[src/rtl/load_store_unit.sv]
// Load/store initiator between the EX/MEM boundary and data_mem, with a ready/valid response channel.
// Optional build macro LSU_MISALIGN_SPLIT_EN: misaligned loads become two aligned LW reads.
module load_store_unit #(
  parameter int ADDR_W = 32
) (
  input  logic              clk,
  input  logic              rst,
  input  logic              req_valid,
  output logic              req_ready,
  input  logic              req_we,
  input  logic [2:0]        req_funct3,
  input  logic [ADDR_W-1:0] req_addr,
  input  logic [31:0]       req_wdata,
  output logic              rsp_valid,
  input  logic              rsp_ready,
  output logic [31:0]       rsp_rdata,
  output logic              rsp_fault,
  output logic              mem_read_en,
  output logic              mem_write_en,
  output logic [ADDR_W-1:0] mem_address,
  output logic [31:0]       mem_write_data,
  output logic [2:0]        mem_funct3,
  input  logic [31:0]       mem_read_data,
  input  logic              mem_misaligned
);

`ifdef LSU_MISALIGN_SPLIT_EN
  typedef enum logic [2:0] {IDLE, ISSUE, CAPTURE, RESP, ISSUE_HI, CAPTURE_HI} state_t;
`else
  typedef enum logic [1:0] {IDLE, ISSUE, CAPTURE, RESP} state_t;
`endif

  state_t state, state_d;

  logic              we_q;
  logic [2:0]        f3_q;
  logic [ADDR_W-1:0] addr_q;
  logic [31:0]       wdata_q;
  logic              fault_q;
  logic [31:0]       rdata_q;

  logic illegal_f3, misaligned, req_fault, do_split, accept;

  always_comb begin
    if (req_we) illegal_f3 = (req_funct3 > 3'b010);
    else        illegal_f3 = (req_funct3 inside {3'b011, 3'b110, 3'b111});
    case (req_funct3[1:0])
      2'b01:   misaligned = req_addr[0];
      2'b10:   misaligned = |req_addr[1:0];
      default: misaligned = 1'b0;
    endcase
  end

`ifdef LSU_MISALIGN_SPLIT_EN
  logic              split_q;
  logic [31:0]       lo_q;
  logic [ADDR_W-1:0] addr_lo, addr_hi;
  logic [63:0]       pair;
  logic [31:0]       shifted, split_result;

  assign do_split = !req_we && !illegal_f3 && misaligned;
  assign addr_lo  = {addr_q[ADDR_W-1:2], 2'b00};
  assign addr_hi  = addr_lo + ADDR_W'(4);

  always_comb begin
    pair    = {mem_read_data, lo_q};
    shifted = 32'(pair >> {addr_q[1:0], 3'b000});
    case (f3_q)
      3'b000:  split_result = {{24{shifted[7]}}, shifted[7:0]};
      3'b100:  split_result = {24'd0, shifted[7:0]};
      3'b001:  split_result = {{16{shifted[15]}}, shifted[15:0]};
      3'b101:  split_result = {16'd0, shifted[15:0]};
      default: split_result = shifted;
    endcase
  end
`else
  assign do_split = 1'b0;
`endif

  assign req_fault = illegal_f3 || (misaligned && !do_split);
  assign accept    = req_valid && req_ready;

  always_comb begin
    state_d        = state;
    req_ready      = (state == IDLE) && !rst;
    rsp_valid      = (state == RESP);
    mem_read_en    = 1'b0;
    mem_write_en   = 1'b0;
    mem_address    = '0;
    mem_write_data = '0;
    mem_funct3     = '0;
    case (state)
      IDLE: if (accept) state_d = req_fault ? RESP : ISSUE;
      ISSUE: begin
        mem_address    = addr_q;
        mem_funct3     = f3_q;
        mem_write_data = wdata_q;
`ifdef LSU_MISALIGN_SPLIT_EN
        if (split_q) begin
          mem_address = addr_lo;
          mem_funct3  = 3'b010;
        end
`endif
        if (we_q) begin
          mem_write_en = !mem_misaligned;
          state_d      = RESP;
        end else begin
          mem_read_en = 1'b1;
          state_d     = CAPTURE;
        end
      end
      CAPTURE: begin
        mem_read_en = 1'b1;
        mem_address = addr_q;
        mem_funct3  = f3_q;
        state_d     = RESP;
`ifdef LSU_MISALIGN_SPLIT_EN
        if (split_q) begin
          mem_address = addr_lo;
          mem_funct3  = 3'b010;
          state_d     = ISSUE_HI;
        end
`endif
      end
`ifdef LSU_MISALIGN_SPLIT_EN
      ISSUE_HI: begin
        mem_read_en = 1'b1;
        mem_address = addr_hi;
        mem_funct3  = 3'b010;
        state_d     = CAPTURE_HI;
      end
      CAPTURE_HI: begin
        mem_read_en = 1'b1;
        mem_address = addr_hi;
        mem_funct3  = 3'b010;
        state_d     = RESP;
      end
`endif
      RESP: if (rsp_ready) state_d = IDLE;
      default: state_d = IDLE;
    endcase
  end

  always_ff @(posedge clk or posedge rst) begin
    if (rst) begin
      state   <= IDLE;
      we_q    <= 1'b0;
      f3_q    <= '0;
      addr_q  <= '0;
      wdata_q <= '0;
      fault_q <= 1'b0;
      rdata_q <= '0;
`ifdef LSU_MISALIGN_SPLIT_EN
      split_q <= 1'b0;
      lo_q    <= '0;
`endif
    end else begin
      state <= state_d;
      case (state)
        IDLE: if (accept) begin
          we_q    <= req_we;
          f3_q    <= req_funct3;
          addr_q  <= req_addr;
          wdata_q <= req_wdata;
          fault_q <= req_fault;
          rdata_q <= '0;
`ifdef LSU_MISALIGN_SPLIT_EN
          split_q <= do_split;
`endif
        end
        ISSUE: if (mem_misaligned) fault_q <= 1'b1;
        CAPTURE: begin
`ifdef LSU_MISALIGN_SPLIT_EN
          if (split_q) lo_q <= mem_read_data;
          else
`endif
          rdata_q <= fault_q ? 32'd0 : mem_read_data;
        end
`ifdef LSU_MISALIGN_SPLIT_EN
        CAPTURE_HI: rdata_q <= fault_q ? 32'd0 : split_result;
`endif
        default: ;
      endcase
    end
  end

  assign rsp_rdata = rdata_q;
  assign rsp_fault = fault_q;

endmodule

[config.mk]
export PLATFORM = sky130hd
export DESIGN_NAME = load_store_unit
export DESIGN_NICKNAME = d
export VERILOG_FILES = /design/src/rtl/load_store_unit.sv
export SDC_FILE = /design/constraint.sdc
export NUM_CORES = 1
export LEC_CHECK = 0
export ABC_AREA = 1
export ABC_CLOCK_PERIOD_IN_PS = 3600
export BUFFER_PORTS_ARGS = -buffer_cell sky130_fd_sc_hd__buf_4
export CAP_MARGIN = 20
export CORE_ASPECT_RATIO = 1.75
export CORE_MARGIN = 2
export CORE_UTILIZATION = 25
export DETAILED_ROUTE_END_ITERATION = 16
export GPL_ROUTABILITY_DRIVEN = 0
export PLACE_DENSITY = 0.49
export SLEW_MARGIN = 20
export SYNTH_ARGS = -nofsm -noshare
export SYNTH_HDL_FRONTEND = slang
export SYNTH_SLANG_ARGS = --single-unit
export TNS_END_PERCENT = 5
[constraint.sdc]
create_clock -name clk -period 3.6 [get_ports clk]
set_input_delay 1.08 -clock clk [delete_from_list [all_inputs] [get_ports clk]]
set_output_delay 1.08 -clock clk [all_outputs]
set_load 0.01 [all_outputs]
== After elaboration in Yosys (flattened, before gate mapping) ==
Index checks and enable logic that the tools add are counted.

* Register bits after elaboration: 103
* Bits of input ports: 105
* Word-level logic and storage cells: 54

* Magnitude comparators: 1
* Eq/ne operators: 11
* Multiplexer cells: 20
* Reduce and logical (&&, ||, !) cells: 15

{| class="wikitable"
|+ Operators with widths
! kind !! number
|-
| $mux 32 || 4
|-
| $pmux 32 s2 || 1
|-
| $pmux 2 s4 || 1
|-
| $mux 1 || 7
|-
| $eq 2x2->1 const B || 3
|-
| $eq 3x3->1 const B || 2
|-
| $mux 2 || 3
|-
| $pmux 1 s2 || 3
|-
| $reduce_and 2->1 || 3
|-
| $eq 2x1->1 const B || 2
|-
| $ne 2x2->1 const B || 2
|-
| $reduce_bool 2->1 || 2
|-
| $reduce_or 2->1 || 2
|-
| $eq 3x2->1 const B || 1
|-
| $gt 3x2->1 const B || 1
|-
| $mux 3 || 1
|-
| $reduce_and 3->1 || 1
|-
| $reduce_bool 3->1 || 1
|-
| $logic_and 1x1->1 || 2
|-
| $logic_not 1->1 || 2
|-
| $logic_not 2->1 || 1
|-
| $ne 2x1->1 const B || 1
|-
| $logic_or 1x1->1 || 1
|}

== Logic depth before layout (Yosys ltp) ==
Gate-level depths: netlist of run 1.

* Depth in word-level cells: 7
* Depth in mapped cells: 10
* Gate-level depth less buffers: 10

== Worst setup path before layout of run 1 ==
OpenSTA, ideal clock, no wires.

* Path kind: register to output
* Start: register state[0]
* End: output port mem_address[26]
* Arrival: 1.431 ns
* Data required time: 2.520 ns
* Slack: 1.089 ns
* Stages on the path, launching flop included: 7
* Buffers on the path: 2
* Path through: dfrtp_1 > inv_1 > ha_1 > clkbuf_1 > buf_1 > nand2_1 > inv_1

* Longest elaborated chain between the ends: 3

{| class="wikitable"
|+ Ends and longest elaborated chain
! what !! line !! source
|-
| start, declared || 33 || <nowiki>state_t state, state_d;</nowiki>
|-
| start signal, assigned || 158 || <nowiki>state <= state_d;</nowiki>
|-
| $eq 2x1->1 / $eq 2x2->1 (equally long branches) || 92 || <nowiki>case (state)</nowiki>
|-
| $reduce_or 2->1 (no line) (*) || - ||
|-
| $mux 32 (*) || 92 ||
|-
| end, declared || 20 || <nowiki>output logic [ADDR_W-1:0] mem_address,</nowiki>
|}

Mark *: on every way between the ends. The rest lies on a longest branch, timed or not.

== Worst setup path in the final report of run 1 ==
* Start: register state[1]
* End: output port mem_read_en

* Longest elaborated chain between the ends: 2

{| class="wikitable"
|+ Ends and longest elaborated chain
! what !! line !! source
|-
| $eq 2x2->1 / $eq 2x1->1 (equally long branches) || 92 ||
|-
| $pmux 1 s2 (*) || 92 ||
|-
| end, declared || 18 || <nowiki>output logic mem_read_en,</nowiki>
|}

Marks and branches as above.

==> impl_metrics.csv, run 1 <==
group,metric,value,unit
status,status,"finished clean",
die,io_pins,209,
pwr,vdd.ir_drop.worst,0.291,mV
clock_network,tritoncts,"yes",
die,initial_core_util,25.3,%
critical_path,reg2reg_slack,1.19,ns
clock_network,ctsHoldBuffers,0,
cells_and_area,stdcell_count,1068,
timing,fin_setup_tns,0,ns
placement,dp_hpwl,9.98,mm
pwr,p_leak,0.00413,uW
routing,wl_per_cell,13.2,um
clock_network,cts_buffers,9,
routing,routed_wl,14.1,mm
clock_network,htreeDepth,3,
yosys,yosysWarnings,0,
critical_path,path_buf_inv,3,
yosys,syn_inst,626,
die,die_width,109,um
critical_path,cp_slowest_stage_delay,0.42,ns
die,row_count,67,
yosys,synth_top_area_cell,"dfrtp_1",
yosys,postSynthNetCount,739,
critical_path,crit_type,"register to output port",
hold_path,hold_class,"register to register",
grt,grt_first_pass_wirelength,22.7,mm
grt,grt_usage,14.3,%
cells_and_area,syn_to_final_growth,43.6,%
clock_network,cts.path.max_buffers,2,
timing,tightest_slew,0.917,ns
clock_network,clk_pin_slew,0.07,ns
critical_path,cpMostUsedCell,"buf_4",
grt,grt_max_degree,57,
critical_path,crit_family,"buffers and inverters",
timing,setup_viol,0,
routing,drtIter0Drc,167,
critical_path,worstPathArrival,1.87,ns
pwr,powerDensity,748,mW/mm^2
cells_and_area,antenna_cells,0,
clock_network,ctsResizeCount,0,
yosys,postSynthAreaPerCell,7.66,sq um
timing,min_period,2.95,ns
yosys,yosysSeqAreaShare,53.8,%
critical_path,critPathLaunchType,"register",
cells_and_area,final_nets,936,
yosys,synthArstFlopShare,100,%
clock_network,post_cts_buffers,0,
routing,via_count,4383,
clock_network,clock_latency,0.34,ns
yosys,synth_top_area_share,53.8,%
pwr,total_power,5150,uW
routing,postRouteAntennaNets,0,
grt,overflow,0,
timing,min_period_over_period,81.9,%
die,core_area,0.0189,sq mm
timing,slew_violations,0,
timing,clock.fmax,0.339,GHz
yosys,synth-edff-count,0,
yosys,ys.flop_type,"dfrtp_1",
grt,first_global_vias,4504,
yosys,ys_top_cells_by_area,"dfrtp_1 (54%), nand2_1 (22%), inv_1 (8.9%)",
cells_and_area,n_fill_cell,2086,
timing,rsz0062_at_grt,"false",
cells_and_area,drive_gt1_share,28.9,%
die,die-area,0.0203,sq mm
yosys,synth_area,0.00479,sq mm
timing,finalClockSkew,0.0118,ns
critical_path,cp_slowest_cell,"dfrtp_1",
yosys,synth.distinct_cells,20,
routing,drtPass1Iterations,4,
placement,portBuffers,208,
timing,timing.hold.ws,0.479,ns
clock_network,cts_sinks,103,
critical_path,end_kind,"output port",
clock_network,cts_root_buffer,"clkbuf_16",
placement,dp_slack,0.807,ns
die,die_y,187,um
yosys,synth.most_common_cell,"nand2_1",
routing,avgViaCountPerCell,4.10,
job,drv_cap,0,
yosys,synthTopCellsByCount,"nand2_1 (278), inv_1 (114), dfrtp_1 (103), nand3_1 (36), o21ai_1 (33)",
routing,drc,0,
critical_path,cp.required,2.52,ns
grt,antenna_found_initial,0,
critical_path,worstPathMaxFanout,37,
critical_path,path_cells,"inv_1 -> ha_1 -> buf_4 -> o21a_1 -> buf_4",
placement,dp.cells,1053,
timing,worst_slack,0.650,ns
timing,slew_headroom,38.6,%
timing,hold_violations,0,
yosys,ys_ff_latch,103,
state kept, by name, indices dropped and copies added, names as in the netlist:
| name | cells |
|---|---|
| f3_q | 3 |
| rsp_rdata | 32 |
| wdata_q | 32 |
| addr_q | 32 |
| state | 2 |
| rsp_fault | 1 |
| we_q | 1 |
report_power, final:
part | internal, uW | switching [uW] | total, uW
Combinational | 979 | 1330 | 2310
Sequential | 1590 | 226 | 1810
Clock | 565 | 466 | 1030
Total | 3130 | 2020 | 5150
cells in the final DEF (no fill, tap or decap), drive strengths merged:
master    instances
nand4             1
a21oi             3
nand2           279
o21a              1
ha                8
bufinv            1
dfrtp           103
nand3            36
clkinvlp          1
clkbuf           10
o21ai            39
clkinv            1
inv             118
nor2              9
buf             217
metal layers:
layer | routed length [um] | share of wire [%] | track usage [%]
met5 | 0 | 0 | 0
met4 | 238 | 1.7 | 4.29
met3 | 782 | 5.5 | 2.93
met2 | 7520 | 53 | 26.5
met1 | 5580 | 40 | 16.1
stage by stage:
stage	utilization, %	cell area [sq um]
2_1_floorplan	-	4800
3_3_place_gp	34.7	6580
3_5_place_dp	34.7	6580
4_1_cts	36.3	6890
5_1_grt	36.3	6890
6_report	36.3	6890
path summary, 6_finish.rpt:
| check | startpoint | endpoint | depth (start not counted) |
|---|---|---|---|
| min in group asynchronous | rst | rsp_rdata[16] | 2 |
| worst min-delay path | wdata_q[17] | wdata_q[17] | 2 |
| worst max-delay path | state[1] | mem_read_en | 5 |
| max in group asynchronous | rst | we_q | 3 |
| worst max register to register | state[0] | rsp_rdata[7] | 9 |
| worst min register to register | wdata_q[17] | wdata_q[17] | 2 |
cell type report:
cell class | instances | area (sq um) | area share (%)
Sequential cell | 103 | 2580 | 37.4
Timing Repair Buffer | 217 | 1650 | 24.0
Multi-Input combinational cell | 376 | 1610 | 23.4
Inverter | 116 | 439 | 6.38
Tap cell | 241 | 302 | 4.38
Clock buffer | 10 | 239 | 3.47
Clock inverter | 5 | 65.1 | 0.945
cell families (layout without fill, tap and decap cells):
| logic type | count (synthesis) | in the layout | synth area share, % |
|---|---|---|---|
| compound gates | 43 | 43 | 4.78 |
| fa+ha+maj | 8 | 8 | 2.09 |
| buf+inv | 147 | 348 | 12.7 |
| flops | 103 | 103 | 53.8 |
| simple gates | 325 | 325 | 26.7 |
worst register-to-register path: stages, from the launching register on:
cell	delay (ns)
dfrtp_1	0.41
inv_1	0.13
ha_1	0.27
inv_2	0.09
nor2_4	0.10
nand2_2	0.27
o21ai_4	0.47
buf_4	0.40
nand3_1	0.10
o21ai_1	0.08
(Power assumes the default switching activity.)
==> inputs of run 2 (changes only) <==
--- a/config.mk
+++ b/config.mk
@@ -5,8 +5,8 @@
 export SDC_FILE = /design/constraint.sdc
 export NUM_CORES = 1
 export LEC_CHECK = 0
-export ABC_AREA = 1
-export ABC_CLOCK_PERIOD_IN_PS = 3600
+export ABC_AREA = 0
+export ABC_CLOCK_PERIOD_IN_PS = 2600
 export BUFFER_PORTS_ARGS = -buffer_cell sky130_fd_sc_hd__buf_4
 export CAP_MARGIN = 20
 export CORE_ASPECT_RATIO = 1.75
==> constraint.sdc (replaced) <==
create_clock -name clk -period 2.6 [get_ports clk]
set_input_delay 0.78 -clock clk [delete_from_list [all_inputs] [get_ports clk]]
set_output_delay 0.78 -clock clk [all_outputs]
set_load 0.01 [all_outputs]
==> impl_metrics.csv, run 2 <==
group,metric,value,unit
status,status,"finished clean",
yosys,synth_area,0.00499,sq mm
grt,grt_max_degree,46,
yosys,synth-edff-count,0,
routing,wl_per_cell,15.8,um
critical_path,end_kind,"output port",
placement,portBuffers,208,
routing,drc,0,
cells_and_area,stdcell_count,860,
yosys,yosysWarnings,0,
yosys,yosysSeqAreaShare,51.7,%
placement,dp_slack,0.388,ns
routing,via_count,3653,
timing,rsz0062_at_grt,"false",
routing,drtIter0Drc,191,
timing,slew_headroom,43.7,%
critical_path,critPathLaunchType,"register",
clock_network,tritoncts,"yes",
placement,dp.cells,846,
critical_path,worstPathMaxFanout,37,
timing,hold_violations,0,
timing,finalClockSkew,0.00738,ns
routing,routed_wl,13.6,mm
cells_and_area,final_nets,725,
cells_and_area,regArea,0.00258,sq mm
pwr,powerDensity,1110,mW/mm^2
yosys,syn_inst,406,
yosys,ys_ff_latch,103,
yosys,ys.flop_type,"dfrtp_1",
pwr,total_power,7840,uW
yosys,postSynthAreaPerCell,12.3,sq um
die,die-area,0.0211,sq mm
cells_and_area,antenna_cells,0,
pwr,p_leak,0.00381,uW
timing,setup_viol,0,
cells_and_area,multi_input_area,0.00215,sq mm
clock_network,htreeDepth,3,
clock_network,cts_buffers,9,
job,drv_cap,0,
timing,fin_setup_tns,0,ns
clock_network,post_cts_buffers,0,
cells_and_area,final_util,35.9,%
cells_and_area,syn_to_final_growth,41.3,%
die,die_y,191,um
die,die_width,111,um
cells_and_area,final_common_cell,"buf_4",
yosys,synth_top_area_cell,"dfrtp_1",
yosys,synth.distinct_cells,28,
timing,slew_violations,0,
grt,grt_first_pass_wirelength,21.6,mm
die,io_pins,209,
timing,clock.fmax,0.402,GHz
yosys,ys_top_cells_by_area,"dfrtp_1 (52%), mux2_4 (20%), and2_1 (8.4%)",
timing,min_period_over_period,95.6,%
yosys,synth.most_common_cell,"dfrtp_1",
timing,tightest_slew,0.843,ns
grt,antenna_found_initial,0,
die,core_area,0.0197,sq mm
yosys,synthTopCellsByCount,"dfrtp_1 (103), nand2_1 (68), and2_1 (67), mux2_4 (65), nand3_1 (33)",
die,row_count,68,
clock_network,clock_latency,0.34,ns
clock_network,cts_sinks,103,
timing,min_period,2.49,ns
clock_network,cts.path.max_buffers,2,
clock_network,cts_root_buffer,"clkbuf_16",
critical_path,cp.required,1.82,ns
timing,worst_slack,0.115,ns
clock_network,clk_pin_slew,0.07,ns
critical_path,worstPathArrival,1.71,ns
routing,postRouteAntennaNets,0,
die,initial_core_util,25.4,%
placement,dp_hpwl,10.2,mm
pwr,vdd.ir_drop.worst,0.502,mV
grt,first_global_vias,4041,
routing,drtPass1Iterations,6,
critical_path,crit_type,"register to output port",
grt,grt_usage,12.8,%
hold_path,hold_class,"register to register",
cells_and_area,final_cell_mix,"buf_4 (216), dfrtp_1 (103), nand2_1 (68)",
routing,avgViaCountPerCell,4.25,
yosys,postSynthNetCount,519,
yosys,synth_top_area_share,51.7,%
grt,overflow,0,
cells_and_area,drive_gt1_share,49.9,%
yosys,synthArstFlopShare,100,%
cells_and_area,n_fill_cell,1980,
## run 2: cell count changes after synthesis, moves of 2 or more
cell	before	now
mux2_4	0	65
nand2b_1	0	3
buf_2	13	1
inv_2	2	0
o21ai_1	33	0
nand3_1	36	33
inv_1	114	7
nand2_1	278	68
and2_1	0	67
buf_12	0	8
## run 2: layer usage
metal,vias to the layer above,global-route usage (%),part of all wire [%]
li1,1733,-,-
met1,1787,14.8,39
met2,124,23.2,53
met3,9,3.18,6.0
met4,0,3.85,1.4
met5,-,0,0
## run 2: cells by family after synthesis
kind of cell,Yosys count,synth area share (%)
adders and majority gates,8,2.01
buffers and inverters,31,5.64
muxes,67,20.0
AOI/OAI and AO/OA,14,2.06
and+or+nand+nor,183,18.6
DFF,103,51.7
## run 2: path summary, 6_finish.rpt
kind | startpoint | to | slack (ns) | depth (start not counted)
max | state[0] | mem_address[29] | 0.11 | 5
min | rsp_rdata[22] | rsp_rdata[22] | 0.47 | 2
max reg2reg | state[1] | rsp_rdata[18] | 0.58 | 6
min reg2reg | rsp_rdata[22] | rsp_rdata[22] | 0.47 | 2
max in group asynchronous | rst | rsp_rdata[30] | 1.39 | 3
min in group asynchronous | rst | we_q | 0.56 | 2
## run 2: cell type report
class / count / area share, %
Tap cell: 245 / 4.35
Sequential cell: 103 / 36.6
Clock buffer: 9 / 3.19
Inverter: 7 / 0.426
Clock inverter: 5 / 1.17
Timing Repair Buffer: 219 / 23.9
Multi-Input combinational cell: 272 / 30.4
## run 2: stage by stage
step	hold WS (ns)	cell area [sq um]
4_1_cts	0.476	7040
6_report	0.474	7050
3_5_place_dp	0.460	6740
3_3_place_gp	0.452	6740
5_1_grt	0.487	7050
2_1_floorplan	0.441	4990
## run 2: repair_timing
item | in CTS | in global routing
resized for setup | 0 | 3
hold buffers | 0 | 0
endpoints found under the setup margin | 0 | 2
## run 2: power breakdown
part	internal (uW)	switching, uW	leakage [uW]	total (uW)
Sequential	2210	328	0.00130	2540
Combinational	2150	1690	0.00237	3840
Clock	840	616	0.000152	1460
Total	5200	2630	0.00381	7840
## run 2: critical path, cell delays in order (launching register included)
cell and delay [ns]:
dfrtp_1 0.40, inv_1 0.15, ha_2 0.32, buf_12 0.17, and2_1 0.18, buf_4 0.15
